<file path="config.mk">
export PLATFORM = sky130hd
export DESIGN_NAME = uart_msg_ctrl
export DESIGN_NICKNAME = d
export VERILOG_FILES = /design/src/rtl/uart_pkg.sv /design/src/rtl/hex_to_ascii.sv /design/src/rtl/uart_msg_ctrl.sv
export SDC_FILE = /design/constraint.sdc
export NUM_CORES = 1
export LEC_CHECK = 0
export BUFFER_PORTS_ARGS = -buffer_cell sky130_fd_sc_hd__buf_2
export CAP_MARGIN = 20
export CORE_MARGIN = 5
export CORE_UTILIZATION = 35
export CTS_CLUSTER_DIAMETER = 120
export DETAILED_ROUTE_END_ITERATION = 8
export SYNTH_ARGS = -nofsm -noshare
export SYNTH_HDL_FRONTEND = slang
export SYNTH_SLANG_ARGS = --single-unit
</file>
<file path="constraint.sdc">
create_clock -name clk -period 1.85 [get_ports clk]
set_input_delay 0.2775 -clock clk [delete_from_list [all_inputs] [get_ports clk]]
set_output_delay 0.2775 -clock clk [all_outputs]
set_load 0.05 [all_outputs]
</file>
<file path="src/rtl/uart_pkg.sv">
// Shared constants and state encoding for the UART message sequencer.
// Defaults target a 100 MHz clock at 9600 baud.
package uart_pkg;

    localparam int BIT_CYCLES_DEFAULT = 10416;
    localparam int FRAME_BITS_DEFAULT = 11;
    localparam int MSG_LEN_DEFAULT    = 6;

    localparam logic [7:0] CHAR_0  = 8'h30;
    localparam logic [7:0] CHAR_X  = 8'h78;
    localparam logic [7:0] CHAR_CR = 8'h0D;
    localparam logic [7:0] CHAR_LF = 8'h0A;

    typedef enum logic [1:0] {
        ST_IDLE = 2'd0,
        ST_SEND = 2'd1,
        ST_WAIT = 2'd2,
        ST_DONE = 2'd3
    } state_t;

endpackage

</file>
<file path="src/rtl/hex_to_ascii.sv">
// Converts one nibble to its uppercase ASCII hex digit.
// Purely combinational.
module hex_to_ascii (
    input  logic [3:0] nibble,
    output logic [7:0] ascii
);

    logic [7:0] wide;

    assign wide = {4'h0, nibble};

    // Digits 0-9 map from '0', letters A-F map from 'A'.
    always_comb begin
        if (nibble <= 4'd9) begin
            ascii = 8'h30 + wide;
        end else begin
            ascii = 8'h41 + (wide - 8'd10);
        end
    end

endmodule

</file>
<file path="src/rtl/uart_msg_ctrl.sv">
// Emits "0x" + two hex digits + CR LF, one byte per UART frame.
// The send module has no ready, so frames are paced by a local counter.
module uart_msg_ctrl
    import uart_pkg::*;
#(
    parameter int BIT_CYCLES = BIT_CYCLES_DEFAULT,
    parameter int FRAME_BITS = FRAME_BITS_DEFAULT,
    parameter int MSG_LEN    = MSG_LEN_DEFAULT
) (
    input  logic       clk,
    input  logic       rst,
    input  logic       start,
    input  logic [7:0] value,
    output logic       tx_valid,
    output logic [7:0] tx_data,
    output logic       busy,
    output logic       done
);

    localparam int FRAME_CYCLES = BIT_CYCLES * FRAME_BITS;
    localparam int CW = $clog2(FRAME_CYCLES + 1);
    localparam int IW = $clog2(MSG_LEN);

    localparam logic [CW-1:0] CNT_LAST = CW'(FRAME_CYCLES - 1);
    localparam logic [IW-1:0] IDX_LAST = IW'(MSG_LEN - 1);

    state_t        state_q;
    state_t        state_d;
    logic [IW-1:0] idx_q;
    logic [IW-1:0] idx_d;
    logic [CW-1:0] cnt_q;
    logic [CW-1:0] cnt_d;
    logic [7:0]    val_q;
    logic [7:0]    val_d;

    logic          tx_valid_d;
    logic [7:0]    tx_data_d;
    logic          busy_d;
    logic          done_d;

    logic [7:0]    hi_char;
    logic [7:0]    lo_char;
    logic [7:0]    msg_byte;

    hex_to_ascii u_hex_hi (
        .nibble (val_q[7:4]),
        .ascii  (hi_char)
    );

    hex_to_ascii u_hex_lo (
        .nibble (val_q[3:0]),
        .ascii  (lo_char)
    );

    // Select the byte for the current message position.
    always_comb begin
        unique case (idx_q)
            IW'(0):  msg_byte = CHAR_0;
            IW'(1):  msg_byte = CHAR_X;
            IW'(2):  msg_byte = hi_char;
            IW'(3):  msg_byte = lo_char;
            IW'(4):  msg_byte = CHAR_CR;
            IW'(5):  msg_byte = CHAR_LF;
            default: msg_byte = 8'h00;
        endcase
    end

    // Next-state, datapath and registered-output logic.
    always_comb begin
        state_d    = state_q;
        idx_d      = idx_q;
        cnt_d      = cnt_q;
        val_d      = val_q;
        tx_valid_d = 1'b0;
        tx_data_d  = tx_data;
        busy_d     = busy;
        done_d     = 1'b0;

        unique case (state_q)
            ST_IDLE: begin
                if (start) begin
                    val_d   = value;
                    busy_d  = 1'b1;
                    idx_d   = '0;
                    state_d = ST_SEND;
                end
            end
            ST_SEND: begin
                tx_valid_d = 1'b1;
                tx_data_d  = msg_byte;
                cnt_d      = '0;
                state_d    = ST_WAIT;
            end
            ST_WAIT: begin
                if (cnt_q == CNT_LAST) begin
                    if (idx_q == IDX_LAST) begin
                        busy_d  = 1'b0;
                        done_d  = 1'b1;
                        state_d = ST_DONE;
                    end else begin
                        idx_d   = idx_q + IW'(1);
                        state_d = ST_SEND;
                    end
                end else begin
                    cnt_d = cnt_q + CW'(1);
                end
            end
            ST_DONE: begin
                state_d = ST_IDLE;
            end
            default: begin
                state_d = ST_IDLE;
            end
        endcase
    end

    // State and output registers with synchronous reset.
    always_ff @(posedge clk) begin
        if (rst) begin
            state_q  <= ST_IDLE;
            idx_q    <= '0;
            cnt_q    <= '0;
            val_q    <= 8'h00;
            tx_valid <= 1'b0;
            tx_data  <= 8'h00;
            busy     <= 1'b0;
            done     <= 1'b0;
        end else begin
            state_q  <= state_d;
            idx_q    <= idx_d;
            cnt_q    <= cnt_d;
            val_q    <= val_d;
            tx_valid <= tx_valid_d;
            tx_data  <= tx_data_d;
            busy     <= busy_d;
            done     <= done_d;
        end
    end

endmodule
</file>
[Word-level counts from Yosys, hierarchy flattened]
Cells that the tools add are included.
Widths: inputs -> output; s select.
Word-level totals
  bits in registers: 41
Operators by class
  equal/unequal tests: 14
  $add $sub $neg: 8
  reductions and logical operators: 10
  bitwise gates (word level): 2
  multiplexer cells: 19
  order comparisons: 2
Operator list (number)
  $pmux 8 s6: 1
  $pmux 17 s2: 1
  $add 17x1->17 const B: 1
  $eq 17x17->1 const B: 1
  $mux 17: 1
  $add 7x8->8 const A: 2
  $mux 8: 2
  $add 6x4->7 const A: 2
  $ne 2x2->1 const B: 5
  $sub 4x4->5 const B: 2
  $mux 3: 3
  $le 4x4->1 const B: 2
  $pmux 2 s4: 1
  $reduce_and 4->1: 2
  $eq 3x2->1 const B: 2
  $eq 3x3->1 const B: 2
  $mux 2: 3
  $pmux 3 s2: 1
  $reduce_and 2->1: 3
  $mux 1: 5
  $eq 2x2->1 const B: 2
  $reduce_bool 2->1: 2
  $add 3x1->3 const B: 1
  $eq 3x1->1 const B: 1
  other kinds (6): 7

[Logic depth before layout (Yosys ltp)]
  word-level depth: 4
  gate-level depth with buffers: 8
  gate-level depth less buffers: 7

[Hierarchy]
A second synthesis with hierarchy kept.
Second synthesis, totals
  cell total of the unflattened synthesis: 271
  area, all modules: 2369.8 um^2
By module, submodules not included
  uart_msg_ctrl: times used 1, seq. area each 820.8 um^2, cells an instance 215, area an instance 1944.4 um^2
  hex_to_ascii: times used 2, seq. area each 0.0 um^2, cells an instance 28, area an instance 212.7 um^2

[Worst setup path after synthesis]
OpenSTA, ideal clock, no wires.
  path type: reg-to-reg
  start point: reg cnt_q[6]
  end point: reg idx_q[2]
  cell stages (with the launch flop): 7
  period minus slack after synthesis: 2.028 ns
  arrival time: 1.941 ns
  path buffers: 1
  data required time: 1.763 ns
  slack: -0.178 ns
  cells stage by stage: dfxtp_1 or3b_1 or4_1 buf_2 o31a_1 or4_1 o31ai_1
On the way
  cells in the longest elaborated chain, start to end: 3
Ends and longest elaborated chain
  from (decl): RTL line uart_msg_ctrl.sv:31  | logic [CW-1:0] cnt_q;
  from (signal assigned): RTL line uart_msg_ctrl.sv:131  | cnt_q <= cnt_d;
  $eq 17x17->1: RTL line uart_msg_ctrl.sv:95  | if (cnt_q == CNT_LAST) begin
  $ne 2x2->1 (no line)
  $reduce_and 4->1 (no line)
  to (signal assigned): RTL line uart_msg_ctrl.sv:130  | idx_q <= idx_d;
  to (decl): RTL line uart_msg_ctrl.sv:29  | logic [IW-1:0] idx_q;
No other way between the ends.
A chain may end at the register's enable or synchronous reset.

[Worst setup path in the final report]
Same ends and word-level chain as after synthesis.

==> results.py <==
metrics = {
    "floorplan": {
        "die_h_um": 90.7,
        "die_x_um": 90.7,
        "core_sq_mm": 0.00635,
        "start_util_pct": 35.9,
        "io_pins": 22,
        "placementRows": 29,
        "dieArea_sq_mm": 0.00823,
    },
    "yosys": {
        "yosys-top-cells-area": "dfxtp_1, ha_1, nand2_1",
        "yosys_warnings": 0,
        "synth_enable_flop_cells": 0,
        "synth_area_sq_mm": 0.00228,
        "synthCells": 287,
        "synthDistinctLibCells": 52,
        "yosysTopAreaCellShare_pct": 35.1,
        "yosysSeqAreaShare_pct": 35.1,
        "yosysTopAreaCell": "dfxtp_1",
        "syn-num-nets": 312,
        "syn_avg_cell_area_sq_um": 7.94,
        "ys.flop_type": "dfxtp_1",
        "synth-seq-cells": 40,
        "synthArstFlopShare_pct": 0,
    },
    "routing": {
        "drt-pass1-iter-count": 4,
        "wl_um": 5620,
        "via_count": 2157,
        "drc": 0,
        "via_per_inst": 5.10,
        "ant_nets": 0,
        "wire_per_inst_um": 13.3,
        "drt_iter0_drc": 140,
    },
    "hold_path": {
        "hp-class": "in2reg",
    },
    "global_routing": {
        "grt_pass1_vias": 2041,
        "overflow": 0,
        "antenna_found_initial": 0,
        "grt_pass1_wl_um": 9490,
        "track_usage_pct": 13.8,
        "grt_max_degree": 16,
    },
    "timing": {
        "whs_ns": 0.214,
        "fmax_ghz": 0.517,
        "setup_ws_ns": -0.0841,
        "hold_viol": 0,
        "clock_skew_ns": 0.00743,
        "rsz0062_at_grt": "true",
        "fin_crit_ns": 1.93,
        "final-setup-viol-count": 9,
        "drv_slew": 0,
        "fin_crit_sh_pct": 105,
    },
    "power": {
        "powerDensity_mw_per_mm2": 611,
        "irDropWorstVdd_uv": 252,
        "leakagePower_nw": 1.14,
    },
    "critical_path": {
        "crit_path_start_kind": "flop",
        "arrival_ns": 2.15,
        "worst_setup_path_end_kind": "flop",
        "crit_required_ns": 2.06,
        "cp_max_fo": 4,
        "path_class": "reg2reg",
    },
    "placement": {
        "place_area_sq_mm": 0.00275,
        "io_buffers": 20,
        "dpl.hpwl_um": 4320,
        "dp_slack_ns": -0.0923,
        "routabilityCongestion": 0.830,
    },
    "finish": {
        "fin_area_sq_mm": 0.00293,
        "antennaDiodeCount": 0,
        "drive_gt1_share_pct": 25.4,
        "final_core_util_pct": 46.1,
        "num-fill-cells": 647,
        "nets": 371,
        "area_growth_pct": 28.3,
    },
    "cts": {
        "cts_tree": "done",
        "cts_root_buffer": "clkbuf_8",
        "h-tree-depth": 2,
        "clockBufferDepth": 2,
        "cts.reportedPaths.clkPinSlew_ns": 0.08,
        "numCtsBuffers": 5,
        "clock_sinks": 40,
        "clock_latency_ns": 0.29,
    },
    "outcome": {
        "status": "finished, violations left",
        "violations": "setup timing",
    },
    "flow_run": {
        "drv_cap": 0,
    },
}
[cells by family (layout without fill, tap and decap cells)]
| logic type | count (synthesis) | count (layout) | synth area share (%) |
|---|---|---|---|
| and+or+nand+nor | 124 | 124 | 26.8 |
| AOI/OAI and AO/OA | 68 | 68 | 19.5 |
| adders and majority gates | 14 | 14 | 7.68 |
| other | 1 | 1 | 0.164 |
| muxes | 6 | 6 | 2.85 |
| buffers and inverters | 25 | 84 | 4.34 |
| DFF | 40 | 40 | 35.1 |
| xor gates and xnor gates | 9 | 9 | 3.46 |
[cells in the mapped netlist (all sizes together) (3+ instances only)]
| master | instances |
|---|---|
| or4 | 5 |
| mux2 | 4 |
| a221oi | 3 |
| nand2 | 46 |
| nor3b | 3 |
| xnor2 | 3 |
| xor2 | 6 |
| a21boi | 3 |
| ha | 14 |
| a31oi | 4 |
| nor2 | 22 |
| buf | 3 |
| inv | 13 |
| or3 | 5 |
| o21ai | 11 |
| and2 | 4 |
| nor2b | 4 |
| a21oi | 22 |
| o32ai | 3 |
| nand3 | 11 |
| dfxtp | 40 |
| nor4 | 5 |
| nand4 | 4 |
| nor3 | 5 |
| o31ai | 3 |
| o211ai | 3 |
| nand2b | 6 |
| clkbuf | 9 |
[stage by stage]
stage	total power, W	TNS, ns	std cells
2_1_floorplan	0.00112	-0.230	287
3_3_place_gp	0.00124	-0.330	415
3_5_place_dp	0.00124	-0.710	415
4_1_cts	0.00181	-0.286	422
5_1_grt	0.00188	-1.60	423
6_report	0.00179	-0.337	423
[power by group]
group / total (W) / internal [W] / switching [W]
registers: 0.000905 / 0.000885 / 0.0000200
logic: 0.000327 / 0.000132 / 0.000196
clock network: 0.000554 / 0.000257 / 0.000298
[worst max-delay path, cell delays in order, from the launching register on]
cell and delay [ns]:
dfxtp_1 0.31, or3b_1 0.36, or4_4 0.44, o31a_1 0.26, or4_1 0.40, o31ai_1 0.07
[flip-flops by register name, summed over array words and instances, names as in the netlist]
name,count
done,1
tx_data,7
cnt_q,17
tx_valid,1
busy,1
val_q,8
idx_q,3
state_q,2
[cells in the final DEF, fill, tap and decap left out, drive strengths merged, types with 4 or more instances in the layout]
master	count
nand2	46
o21ai	11
or3	5
a21oi	22
buf	64
or4	5
a31oi	4
nor2	22
ha	14
mux2	4
inv	13
nor3	5
nor2b	4
nand2b	6
nand3	11
nor4	5
xor2	6
clkbuf	6
dfxtp	40
and2	4
nand4	4
[layout make-up]
| type | count | area (sq um) | area share, % |
|---|---|---|---|
| clock inverter | 1 | 5.00 | 0.171 |
| inverter | 13 | 48.8 | 1.67 |
| timing repair buffer | 64 | 438 | 15.0 |
| sequential | 40 | 802 | 27.4 |
| clock buffer | 6 | 72.6 | 2.48 |
| multi-input combinational | 222 | 1460 | 50.0 |
| tap | 77 | 96.3 | 3.29 |
[metal layers]
layer / share of wire [%] / track usage (%) / up-vias
met5: 0 / 0 / -
met4: 1.6 / 5.21 / 0
met3: 4.6 / 3.17 / 7
met2: 43 / 21.1 / 43
met1: 51 / 18.9 / 970
li1: - / - / 1137
[worst paths after layout]
| kind | from | end | slack [ns] | cells after the start |
|---|---|---|---|---|
| max reg2reg | cnt_q[6]$_SDFFE_PP0P_ | idx_q[2]$_SDFFE_PP0P_ | -0.08 | 5 |
| max | cnt_q[6]$_SDFFE_PP0P_ | idx_q[2]$_SDFFE_PP0P_ | -0.08 | 5 |
| min reg2reg | tx_data[1]$_SDFFE_PP0P_ | tx_data[1]$_SDFFE_PP0P_ | 0.45 | 2 |
| min | value[6] | val_q[6]$_SDFFE_PP0P_ | 0.21 | 3 |
[what timing repair did]
| action | CTS | global route |
|---|---|---|
| setup buffers | 0 | 1 |
| hold buffers | 0 | 0 |
| gates resized for setup | 8 | 12 |
| pin swaps | 0 | 1 |
| gates cloned | 0 | 0 |
| setup endpoints to repair | 15 | 24 |
No activity file was read; power rests on OpenSTA's default activity.
